--- src/rtl/dma_ch_arbiter_pkg.sv ---
// Shared types for the DMA channel scheduler.
package dma_ch_arbiter_pkg;

    typedef enum logic [1:0] {
        ARB_IDLE    = 2'd0,
        ARB_START   = 2'd1,
        ARB_BUSY    = 2'd2,
        ARB_RELEASE = 2'd3
    } arb_state_e;

endpackage

--- src/rtl/dma_ch_arbiter_if.sv ---
// Channel-controller / engine bundle seen by the DMA channel scheduler.
interface dma_ch_arbiter_if #(
    parameter int NUM_CH = 4
);
    localparam int ID_W = $clog2(NUM_CH);

    logic [NUM_CH-1:0] ch_req;
    logic [NUM_CH-1:0] ch_hipri;
    logic [NUM_CH-1:0] ch_abort;
    logic              xfer_done;
    logic              xfer_start;
    logic              abort;
    logic [NUM_CH-1:0] grant_oh;
    logic [ID_W-1:0]   grant_id;
    logic              busy;
    logic [NUM_CH-1:0] ch_done;
    logic [NUM_CH-1:0] ch_aborted;

    // Scheduler side
    modport slave (
        input  ch_req, ch_hipri, ch_abort, xfer_done,
        output xfer_start, abort, grant_oh, grant_id, busy, ch_done, ch_aborted
    );

    // Channel controllers + engine side
    modport master (
        output ch_req, ch_hipri, ch_abort, xfer_done,
        input  xfer_start, abort, grant_oh, grant_id, busy, ch_done, ch_aborted
    );

endinterface

--- src/rtl/dma_rr_pick.sv ---
// Combinational rotating-priority picker: first set request at or after ptr.
module dma_rr_pick #(
    parameter int NUM_CH = 4,
    parameter int ID_W   = $clog2(NUM_CH)
) (
    input  logic [NUM_CH-1:0] req,
    input  logic [ID_W-1:0]   ptr,
    output logic [NUM_CH-1:0] gnt,
    output logic              any
);
    logic [ID_W-1:0] idx;
    logic            found;

    // NUM_CH is a power of two, so the ID_W-bit add wraps modulo NUM_CH
    always_comb begin
        gnt   = '0;
        found = 1'b0;
        idx   = '0;
        for (int k = 0; k < NUM_CH; k++) begin
            idx = ptr + ID_W'(k);
            if (!found && req[idx]) begin
                gnt[idx] = 1'b1;
                found    = 1'b1;
            end
        end
    end

    assign any = |req;

endmodule

--- src/rtl/dma_ch_arbiter.sv ---
// DMA channel scheduler: grants the shared read/write engine to one channel
// at a time (high class first, round-robin per class, starvation promotion).
module dma_ch_arbiter
    import dma_ch_arbiter_pkg::*;
#(
    parameter int NUM_CH     = 4,
    parameter int STARVE_MAX = 4
) (
    input logic             hclk,
    input logic             hreset,
    dma_ch_arbiter_if.slave bus
);
    localparam int ID_W  = $clog2(NUM_CH);
    localparam int CNT_W = $clog2(STARVE_MAX + 1);
    localparam logic [CNT_W-1:0] SMAX = CNT_W'(STARVE_MAX);

    arb_state_e state, next_state;

    logic [NUM_CH-1:0]            elig, promo, hi_set, lo_set;
    logic [NUM_CH-1:0]            hi_gnt, lo_gnt, win_oh;
    logic                         hi_any, lo_any;
    logic [ID_W-1:0]              win_id, rr_hi, rr_lo;
    logic [NUM_CH-1:0][CNT_W-1:0] starve;
    logic                         win_lo_q, abt_flag, own_abort, arb_now;

    logic [NUM_CH-1:0] grant_oh_q, ch_done_q, ch_aborted_q;
    logic [NUM_CH-1:0] done_d, aborted_d;
    logic [ID_W-1:0]   grant_id_q;
    logic              xfer_start_q, busy_q, start_d, busy_d, abort_c;

    assign elig      = bus.ch_req & ~bus.ch_abort;
    assign arb_now   = (state == ARB_IDLE) && (|elig);
    assign own_abort = bus.ch_abort[grant_id_q];

    always_comb begin
        for (int i = 0; i < NUM_CH; i++) promo[i] = (starve[i] == SMAX);
    end

    // Promoted low channels compete in the high set but keep their low pointer
    assign hi_set = elig & (bus.ch_hipri | promo);
    assign lo_set = elig & ~bus.ch_hipri & ~promo;

    dma_rr_pick #(.NUM_CH(NUM_CH)) u_pick_hi (
        .req(hi_set), .ptr(rr_hi), .gnt(hi_gnt), .any(hi_any)
    );
    dma_rr_pick #(.NUM_CH(NUM_CH)) u_pick_lo (
        .req(lo_set), .ptr(rr_lo), .gnt(lo_gnt), .any(lo_any)
    );

    assign win_oh = hi_any ? hi_gnt : (lo_any ? lo_gnt : '0);

    always_comb begin
        win_id = '0;
        for (int i = 0; i < NUM_CH; i++) if (win_oh[i]) win_id = ID_W'(i);
    end

    always_ff @(posedge hclk or posedge hreset) begin
        if (hreset) state <= ARB_IDLE;
        else        state <= next_state;
    end

    always_comb begin
        next_state = state;
        case (state)
            ARB_IDLE:    if (|elig) next_state = ARB_START;
            ARB_START:   next_state = ARB_BUSY;
            ARB_BUSY:    if (bus.xfer_done) next_state = ARB_RELEASE;
            ARB_RELEASE: next_state = ARB_IDLE;
            default:     next_state = ARB_IDLE;
        endcase
    end

    // Next values for the registered outputs; abort alone stays combinational
    always_comb begin
        abort_c   = (state == ARB_BUSY) && (abt_flag || own_abort);
        start_d   = arb_now;
        busy_d    = (next_state != ARB_IDLE);
        done_d    = '0;
        aborted_d = '0;
        if (state == ARB_BUSY && bus.xfer_done) begin
            if (abt_flag || own_abort) aborted_d = grant_oh_q;
            else                       done_d    = grant_oh_q;
        end
    end

    always_ff @(posedge hclk or posedge hreset) begin
        if (hreset) begin
            xfer_start_q <= 1'b0;
            busy_q       <= 1'b0;
            ch_done_q    <= '0;
            ch_aborted_q <= '0;
            grant_oh_q   <= '0;
            grant_id_q   <= '0;
            win_lo_q     <= 1'b0;
            abt_flag     <= 1'b0;
            rr_hi        <= '0;
            rr_lo        <= '0;
        end else begin
            xfer_start_q <= start_d;
            busy_q       <= busy_d;
            ch_done_q    <= done_d;
            ch_aborted_q <= aborted_d;
            case (state)
                ARB_IDLE: if (arb_now) begin
                    grant_oh_q <= win_oh;
                    grant_id_q <= win_id;
                    win_lo_q   <= ~|(win_oh & bus.ch_hipri);
                    abt_flag   <= 1'b0;
                end
                ARB_START, ARB_BUSY: if (own_abort) abt_flag <= 1'b1;
                ARB_RELEASE: begin
                    if (win_lo_q) rr_lo <= grant_id_q + ID_W'(1);
                    else          rr_hi <= grant_id_q + ID_W'(1);
                    grant_oh_q <= '0;
                    grant_id_q <= '0;
                    abt_flag   <= 1'b0;
                end
                default: ;
            endcase
        end
    end

    always_ff @(posedge hclk or posedge hreset) begin
        if (hreset) begin
            starve <= '0;
        end else if (arb_now) begin
            for (int i = 0; i < NUM_CH; i++) begin
                if (win_oh[i] || !elig[i])
                    starve[i] <= '0;
                else if (!bus.ch_hipri[i] && starve[i] != SMAX)
                    starve[i] <= starve[i] + CNT_W'(1);
            end
        end
    end

    assign bus.xfer_start = xfer_start_q;
    assign bus.abort      = abort_c;
    assign bus.grant_oh   = grant_oh_q;
    assign bus.grant_id   = grant_id_q;
    assign bus.busy       = busy_q;
    assign bus.ch_done    = ch_done_q;
    assign bus.ch_aborted = ch_aborted_q;

endmodule

--- src/flat_wrapper.sv ---
// flat-port wrapper written by rule: the top's interface ports become plain ports
module dma_ch_arbiter_flat import dma_ch_arbiter_pkg::*;
#(
    parameter int NUM_CH     = 4,
    parameter int STARVE_MAX = 4
)
  (hclk, hreset, bus_ch_req, bus_ch_hipri, bus_ch_abort, bus_xfer_done, bus_xfer_start, bus_abort, bus_grant_oh, bus_grant_id, bus_busy, bus_ch_done, bus_ch_aborted);
  dma_ch_arbiter_if #(.NUM_CH(NUM_CH)) bus_i ();
  input logic hclk;
  input logic hreset;
  input wire logic [$bits(bus_i.ch_req)-1:0] bus_ch_req;
  input wire logic [$bits(bus_i.ch_hipri)-1:0] bus_ch_hipri;
  input wire logic [$bits(bus_i.ch_abort)-1:0] bus_ch_abort;
  input wire logic [$bits(bus_i.xfer_done)-1:0] bus_xfer_done;
  output wire logic [$bits(bus_i.xfer_start)-1:0] bus_xfer_start;
  output wire logic [$bits(bus_i.abort)-1:0] bus_abort;
  output wire logic [$bits(bus_i.grant_oh)-1:0] bus_grant_oh;
  output wire logic [$bits(bus_i.grant_id)-1:0] bus_grant_id;
  output wire logic [$bits(bus_i.busy)-1:0] bus_busy;
  output wire logic [$bits(bus_i.ch_done)-1:0] bus_ch_done;
  output wire logic [$bits(bus_i.ch_aborted)-1:0] bus_ch_aborted;
  assign bus_i.ch_req = bus_ch_req;
  assign bus_i.ch_hipri = bus_ch_hipri;
  assign bus_i.ch_abort = bus_ch_abort;
  assign bus_i.xfer_done = bus_xfer_done;
  assign bus_xfer_start = bus_i.xfer_start;
  assign bus_abort = bus_i.abort;
  assign bus_grant_oh = bus_i.grant_oh;
  assign bus_grant_id = bus_i.grant_id;
  assign bus_busy = bus_i.busy;
  assign bus_ch_done = bus_i.ch_done;
  assign bus_ch_aborted = bus_i.ch_aborted;
  dma_ch_arbiter #(.NUM_CH(NUM_CH), .STARVE_MAX(STARVE_MAX)) u_core (.hclk(hclk), .hreset(hreset), .bus(bus_i));
endmodule
--- config.mk ---
export PLATFORM = sky130hd
export DESIGN_NAME = dma_ch_arbiter_flat
export DESIGN_NICKNAME = d
export VERILOG_FILES = /design/src/rtl/dma_ch_arbiter_pkg.sv /design/src/rtl/dma_ch_arbiter_if.sv /design/src/rtl/dma_rr_pick.sv /design/src/rtl/dma_ch_arbiter.sv /design/src/flat_wrapper.sv
export SDC_FILE = /design/constraint.sdc
export NUM_CORES = 1
export LEC_CHECK = 0
export BUFFER_PORTS_ARGS = -buffer_cell sky130_fd_sc_hd__clkbuf_2
export CORE_ASPECT_RATIO = 1.1
export CORE_MARGIN = 2
export CORE_UTILIZATION = 40
export CTS_CLUSTER_SIZE = 20
export DETAILED_ROUTE_END_ITERATION = 8
export PLACE_DENSITY_LB_ADDON = 0.1
export SLEW_MARGIN = 25
export SYNTH_ARGS = -nofsm -noshare
export SYNTH_HDL_FRONTEND = slang
export SYNTH_HIERARCHICAL = 1
export SYNTH_SLANG_ARGS = --single-unit
--- constraint.sdc ---
create_clock -name hclk -period 4.2 [get_ports hclk]
set_clock_uncertainty 0.1 [all_clocks]
set_input_delay 0.84 -clock hclk [delete_from_list [all_inputs] [get_ports hclk]]
set_output_delay 0.84 -clock hclk [all_outputs]
set_load 0.1 [all_outputs]
Word level (Yosys, flattened, before mapping):

Cells that the tools add are included.

* register bits after elaboration: 36
* input bits: 15
* word-level logic and storage cells: 209

* add/sub/neg operators: 11
* order comparisons: 17
* equal/unequal tests: 13
* multiplexer cells: 75
* bitwise operators: 16
* reductions and logical operators: 62

Operator list (count)
* two-way mux 4 bit: 15
* bitwise OR 4 bit: 7
* < comparator 2 x 3 -> 1 bit (second input constant): 9
* two-way mux 1 bit: 26
* two-way mux 3 bit: 8
* logical AND 1 bit: 21
* bitwise AND 4 bit: 5
* binary-select mux 1 bit (select 2 bit): 9
* AND reduction 2 bit: 9
* demux 1 bit (select 2 bit): 8
* greater-or-equal comparator 2 x 1 -> 1 bit (second input constant): 8
* OR reduction 4 bit: 4
* logical NOT 1 bit: 15
* adder 3 x 1 -> 3 bit (second input constant): 4
* == test 3 bit (second input constant): 4
* != test 3 bit (second input constant): 4
* NOT 4 bit: 3
* nonzero test 2 bit: 6
* two-way mux 2 bit: 5
* adder 2 bit (second input constant): 4
* one-hot mux 2 bit (4 select lines): 1
* one-hot mux 4 bit (2 select lines): 1
* adder 2 x 1 -> 2 bit (second input constant): 3
* logical OR 1 bit: 5
* 8 further kinds: 10

Depth between registers and ports, before layout:

Gate-level depths: netlist of the first run.

* word-level depth: 23
* depth in mapped cells: 13
* gate-level depth less buffers: 12

Cells and area by module:

The synthesis of the first run kept the hierarchy.

By module, submodules not included
* dma_ch_arbiter: instances 1, cells each 193, area an instance 1953.1 µm², sequential area each 900.9 µm²
* dma_rr_pick: instances 2, cells each 37, area an instance 345.3 µm², sequential area each 0.0 µm²

Least setup slack after synthesis of the first run:

OpenSTA, ideal clock, no wires.

* path type: reg2out
* start point: register u_core.grant_id_q[1], in the netlist u_core/bus.grant_id[1]
* end point: output bus_abort
* data arrival time: 2.769 ns
* path slack: 0.491 ns
* stages on the path, launching flop included: 4
* path buffers: 0
* cells stage by stage: dfrtp_1 mux4_2 nor2_1 nor2b_1

* cells in the longest elaborated chain, start to end: 4

Ends and longest elaborated chain
* start: declaration: RTL line dma_ch_arbiter.sv:28 `logic [ID_W-1:0] grant_id_q;`
* start signal: assignment: RTL line dma_ch_arbiter.sv:106 `grant_id_q <= win_id;`
* binary-select mux 1 bit (select 2 bit): RTL line dma_ch_arbiter.sv:33 `assign own_abort = bus.ch_abort[grant_id_q];`
* two-way mux 1 bit (implied by the code): RTL line dma_ch_arbiter.sv:33
* logical OR 1 bit: RTL line dma_ch_arbiter.sv:75 `abort_c = (state == ARB_BUSY) && (abt_flag || own_abort);`
* logical AND 1 bit: RTL line dma_ch_arbiter.sv:75
* end: declaration: RTL line flat_wrapper.sv:16 `output wire logic [$bits(bus_i.abort)-1:0] bus_abort;`

Every way passes these cells. The select of a mux whose other input is x is not followed.

Worst setup path in the final report of the first run:

* start point: register u_core/starve[9] (netlist name)
* end point: register u_core/starve[6] (netlist name)

RTL lines
* start: declaration: RTL line dma_ch_arbiter.sv:23 `logic [NUM_CH-1:0][CNT_W-1:0] starve;`
* start signal: indexed assignment: RTL line dma_ch_arbiter.sv:131 `starve[i] <= starve[i] + CNT_W'(1);`
* == test 3 bit (*): RTL line dma_ch_arbiter.sv:36 `for (int i = 0; i < NUM_CH; i++) promo[i] = (starve[i] == SMAX);`
* bitwise OR 4 bit (*): RTL line dma_ch_arbiter.sv:40 `assign hi_set = elig & (bus.ch_hipri | promo);`
* bitwise AND 4 bit (*): RTL line dma_ch_arbiter.sv:40
* via u_core.hi_set[3]: RTL line dma_ch_arbiter.sv:19 `logic [NUM_CH-1:0] elig, promo, hi_set, lo_set;`
* binary-select mux 1 bit (select 2 bit): RTL line dma_rr_pick.sv:21 `if (!found && req[idx]) begin`
* two-way mux 1 bit (implied by the code): RTL line dma_rr_pick.sv:21
* two-way mux 1 bit: RTL line dma_rr_pick.sv:21
* logical NOT 1 bit: RTL line dma_rr_pick.sv:21
* [... 5 more ...]
* logical NOT 1 bit: RTL line dma_rr_pick.sv:21
* logical AND 1 bit: RTL line dma_rr_pick.sv:21
* two-way mux 4 bit (*): RTL line dma_rr_pick.sv:21
* via u_core.hi_gnt[2]: RTL line dma_ch_arbiter.sv:20 `logic [NUM_CH-1:0] hi_gnt, lo_gnt, win_oh;`
* two-way mux 4 bit (*): RTL line dma_ch_arbiter.sv:50 `assign win_oh = hi_any ? hi_gnt : (lo_any ? lo_gnt : '0);`
* logical OR 1 bit (*): RTL line dma_ch_arbiter.sv:128 `if (win_oh[i] || !elig[i])`
* nonzero test 2 bit (no source line)
* AND reduction 2 bit (no source line)

Mark *: on every way through the listed nets, which the timed path passes. The rest lies on a longest branch. The select of a mux whose other input is x is not followed.
A chain may end at the register's enable or synchronous reset.

==> results.cfg, run 1 <==
[die]
fp.dieH_um = 89.3
core-area_mm2 = 0.00648
io_pins = 32
start_util_pct = 40.8
die-area_mm2 = 0.00728
std_cell_rows = 31
die_w_um = 81.5

[synthesis]
synth_area_mm2 = 0.00264
synth.top_cells.by_count = dfrtp_1, nand2_1, inv_1, ha_1, a21oi_1
synth_most_common_cell = dfrtp_1
ys.flop_type = dfrtp_1
yosys.cell_types.count = 44
yosysTopAreaCellShare_pct = 34.1
seq_area_frac_synth_pct = 34.1
yosys-top-cells-area = dfrtp_1, ha_1, mux4_2
syn_avg_cell_area_um2 = 9.90
synth_edf_count = 0
ys_seq_elements = 36
yosysWarningCount = 6
yosys.area.top_type = dfrtp_1
syn_nets = 306
synthArstFlopShare_pct = 100
syn_inst = 267

[sta]
slew_headroom_pct = 46.1
max_freq_mhz = 287
worstMarginPinSlew_ps = 806
layout_min_cycle_time_ps = 3480
setup_tns_ps = 0
rsz0062_at_grt = false
setup-violations-final = 0
fin_crit_sh_pct = 82.8
slew_violations = 0
hold_viol_final = 0

[cts]
path_clk_slew_ps = 80
cts_setup_buffers = 0
cts_buffers = 5
clock_latency_ps = 280
clock_path_buffers = 2
cts-root-buf = clkbuf_8
tritoncts = yes
htree_levels = 2
cts_num_sinks = 36
post_cts_resized = 0
cts_hold_buf = 0

[place]
place_hpwl_mm = 4.66
port_buffers = 31
gp_congestion = 0.776
dp.cells = 376

[cells_and_area]
drive_gt1_share_pct = 20.9
nNetsFinal = 340
postLayoutCoreUtil_pct = 45.9
insertedDiodeCount = 0
instances_no_fill = 384
area_delta_synth_final_pct = 12.4
nFillCells = 619
seqCellArea_um2 = 901
multi_input_area_mm2 = 0.00160

[critical_path]
endpoint_kind = flop
cp_max_fo = 10
cp-start-kind = flop
critPathKind = flop to flop
worstPathRequired_ps = 4270
reg2reg_depth = 12
cp.arrival_ps = 3550

[routing]
vias_per_cell = 5.44
drt-total-wl_mm = 5.92
detail_route.wl_per_cell_um = 15.4
ant_nets = 0
first_pass_iters = 4
drtIter0Drc = 127
drc = 0
vias = 2090

[pwr]
power_density_mw_per_mm2 = 685
p_leak_uw = 0.00144
power_uw = 2040
irDropWorstVdd_v = 0.000331

[global_route]
grtUsageTotal_pct = 17.5
grt_pass1_wl_mm = 9.71
grt_max_degree = 20
grt_pass1_vias = 1994
antenna_found_initial = 0
grt-ovfl-total = 0

[run_status]
outcome = complete, no violations

[hold_path]
min_path_cells = 1
hp-class = flop to flop

[job]
maxCapViolCount = 0
-- critical path: stages (launching register included) --
cell and delay (ps):
dfrtp_1 380, inv_1 80, ha_1 210, a21oi_1 420, nor2_1 180, mux4_2 630, nor4b_4 400, nand2_1 90
o211ai_1 160, nand2_1 140, nand3_1 180, o21ai_0 120, mux2_2 280
-- metal layers --
metal	global-route usage (%)	part of all wire [%]
met1	24.1	46
met3	2.93	4.0
met5	0	0
met2	28.8	49
met4	4.62	1.2
-- cell usage in the layout (no fill, tap or decap), types with 12 or more instances in the layout --
cell type / instances
ha_1: 24
dfrtp_1: 36
clkbuf_2: 31
a21oi_1: 17
nor2_1: 14
nand2_1: 27
o21ai_0: 14
a22o_1: 12
and2_1: 14
inv_1: 26
-- cells by family (layout without fill, tap and decap cells) --
group                    Yosys count  after routing  share of synthesized area, %
multiplexers                      13             13                          9.89
AO/OA/AOI/OAI                     72             72                          19.5
AND/OR/NAND/NOR                   89             89                          19.4
XOR/XNOR                           1              1                         0.331
adder cells (fa/ha/maj)           24             24                          11.4
buffers and inverters             32             67                          5.49
flip-flops                        36             36                          34.1
-- stage by stage --
stage | instance area, um2 | worst slack [ps] | hold WS, ps
4_1_cts | 2970 | 762 | 412
3_3_place_gp | 2870 | 476 | 388
6_report | 2970 | 721 | 412
5_1_grt | 2970 | 498 | 444
3_5_place_dp | 2870 | 484 | 392
2_1_floorplan | 2640 | 491 | 373
-- sequential cells by signal (all words and copies together) (netlist names) --
signal,cells
u_core/win_lo_q,1
u_core/rr_hi,2
u_core/abt_flag,1
u_core/bus.grant_oh,4
u_core/starve,12
u_core/bus.ch_aborted,4
u_core/bus.grant_id,2
u_core/state,2
u_core/rr_lo,2
u_core/bus.busy,1
u_core/bus.ch_done,4
u_core/bus.xfer_start,1
-- area by class of cell --
type | count | area share (%)
well taps | 82 | 3.45
inverters | 27 | 3.41
repair buffers | 32 | 5.47
multi-input cells | 199 | 53.7
clock inverters | 2 | 1.18
flip-flops and latches | 36 | 30.3
clock buffers | 6 | 2.44
-- final timing paths --
kind / startpoint / slack, ps / end
hold / removal: u_core/starve[2] / 410 / u_core/starve[2]
min in group asynchronous: hreset / 540 / u_core/bus.xfer_start
setup reg to reg: u_core/starve[9] / 720 / u_core/starve[6]
setup / recovery: u_core/starve[9] / 720 / u_core/starve[6]
hold reg to reg: u_core/starve[2] / 410 / u_core/starve[2]
max in group asynchronous: hreset / 2750 / u_core/rr_lo[1]
-- power by group --
part	internal, uW	leakage, uW	switching [uW]
registers	448	0.000480	128
logic	397	0.000900	769
clock network	176	0.0000552	120
Note: power is estimated with default switching activity, not from simulation.
==> inputs of run 2 (changes only) <==
clock period = 2.8 ns   (was 4.2 ns; I/O delays follow)
==> run 2 against run 1 <==
The run now ends with setup timing left. Fmax increased by 18%. Cell area increased by 22%. Critical path depth increased by 1. Critical path type unchanged. Core utilization increased by 10 points. Clock power increased by 59%. Non-clock buffer count increased by 62. Combinational power increased by 100%. Register-to-register slack got worse by 880 ps. First-iteration DRC count increased by 0.79%. Cell count increased by 16%. Count of clock-buffer cells in the layout decreased by 1. Sequential share of layout area decreased by 5.5 points.
==> results.cfg, run 2 (synthesis gave the netlist of run 1 again) <==
[run_status]
outcome = finished with violations
violations = setup timing

[global_route]
grt-ovfl-total = 0
grtUsageTotal_pct = 19.9
antenna_found_initial = 0
grt_pass1_vias = 2230
grt_pass1_wl_mm = 11.0
grt_max_degree = 37

[critical_path]
reg2reg_to = u_core/starve[6]
endpoint_kind = flop
cp_max_fo = 6
worstPathRequired_ps = 2890
cp.arrival_ps = 3050
critPathKind = flop to flop
cp-start-kind = flop
reg2reg_depth = 13
r2r_start = u_core/starve[6]
rrSetupSlack_ps = -160

[cells_and_area]
seqCellArea_um2 = 901
insertedDiodeCount = 0
area_delta_synth_final_pct = 37.2
final_common_cell = buf_4
design_area_mm2 = 0.00363
top_register = u_core/starve
drive_gt1_share_pct = 44.5
largest_reg_flops = 12
nNetsFinal = 402
nFillCells = 586
final_cell_mix = buf_4, dfrtp_1, clkbuf_2, nand2_1, inv_1
multi_input_area_mm2 = 0.00176

[pwr]
p_leak_uw = 0.00177
irDropWorstVdd_v = 0.000550
power_density_mw_per_mm2 = 990
power_uw = 3590

[cts]
clock_latency_ps = 290
cts_buffers = 5
htree_levels = 2
cts-root-buf = clkbuf_8
tritoncts = yes
cts_num_sinks = 36
clock_path_buffers = 2
path_clk_slew_ps = 80

[job]
maxCapViolCount = 0

[sta]
layout_min_cycle_time_ps = 2960
hold_viol_final = 0
setup-violations-final = 15
slew_violations = 0
setup_tns_ps = -1290
max_freq_mhz = 338
slew_headroom_pct = 62.0
rsz0062_at_grt = true
worstMarginPinSlew_ps = 555
fin_crit_sh_pct = 106
timing.final.ws_setup_ps = -159

[place]
gp_congestion = 0.826
place_hpwl_mm = 5.14
port_buffers = 31
dpl_cell_area_mm2 = 0.00326
dp_slack_ps = -325

[routing]
ant_nets = 0
detail_route.wl_per_cell_um = 15.0
drc = 0
drt-total-wl_mm = 6.69
drtIter0Drc = 128
first_pass_iters = 5
vias_per_cell = 5.18
vias = 2312

[die]
std_cell_rows = 31
fp.dieH_um = 89.3
die-area_mm2 = 0.00728
io_pins = 32
die_w_um = 81.5
start_util_pct = 40.8
core-area_mm2 = 0.00648

[hold_path]
hp-class = primary input to async pin
-- run 2: final cells by class --
| class | instances | area share (%) |
|---|---|---|
| clock buffer | 5 | 1.90 |
| sequential | 36 | 24.8 |
| multi-input combinational | 199 | 48.6 |
| timing repair buffer | 94 | 17.9 |
| inverter | 27 | 2.79 |
| clock inverter | 3 | 1.17 |
| tap | 82 | 2.83 |
-- run 2: metrics by stage --
step / hold slack (ps) / util, % / std cells
2_1_floorplan: 373 / - / 267
3_3_place_gp: 399 / 50.4 / 424
3_5_place_dp: 394 / 50.4 / 424
4_1_cts: 257 / 54.4 / 442
5_1_grt: 313 / 56.0 / 446
6_report: 249 / 56.0 / 446
-- run 2: how the worst max path moves through the flow --
stage                          start  slack (ps)           endpoint  cells after the start
floorplan            bus_ch_abort[2]         0.6   u_core/starve[6]                     11
global placement     bus_ch_hipri[0]        -290   u_core/starve[6]                     12
detailed placement   bus_ch_hipri[0]        -320  u_core/starve[11]                     11
CTS                 u_core/starve[3]        -170   u_core/starve[6]                     13
global route        u_core/starve[3]        -290   u_core/starve[0]                     13
finish              u_core/starve[6]        -160   u_core/starve[6]                     13
-- run 2: routing by layer --
| metal | track usage [%] | vias up | routed length (um) |
|---|---|---|---|
| met2 | 32.9 | 39 | 3340 |
| met3 | 3.23 | 9 | 188 |
| met5 | 0 | - | 0 |
| met1 | 26.7 | 1106 | 3020 |
| li1 | - | 1158 | - |
| met4 | 5.86 | 0 | 142 |
-- run 2: repair_timing --
action	CTS	global route
endpoints found under the setup margin	19	19
pin swaps	17	28
gates cloned	0	0
gates resized for setup	22	21
buffers inserted	11	5
hold buffers	0	0
-- run 2: where the power goes --
part,total (uW),internal [uW],leakage [uW],switching (uW)
Clock,472,264,0.0000541,208
Combinational,2350,943,0.00124,1400
Sequential,773,672,0.000480,101
-- run 2: critical path: stages (launching register included) --
cell	delay, ps
dfrtp_1	390
inv_2	60
ha_2	160
a21oi_2	50
buf_4	130
and2_4	140
mux4_2	560
nor4b_4	370
nand2_1	90
o211ai_1	140
nand3b_1	160
nand3_2	150
o21ai_2	70
mux2_2	260
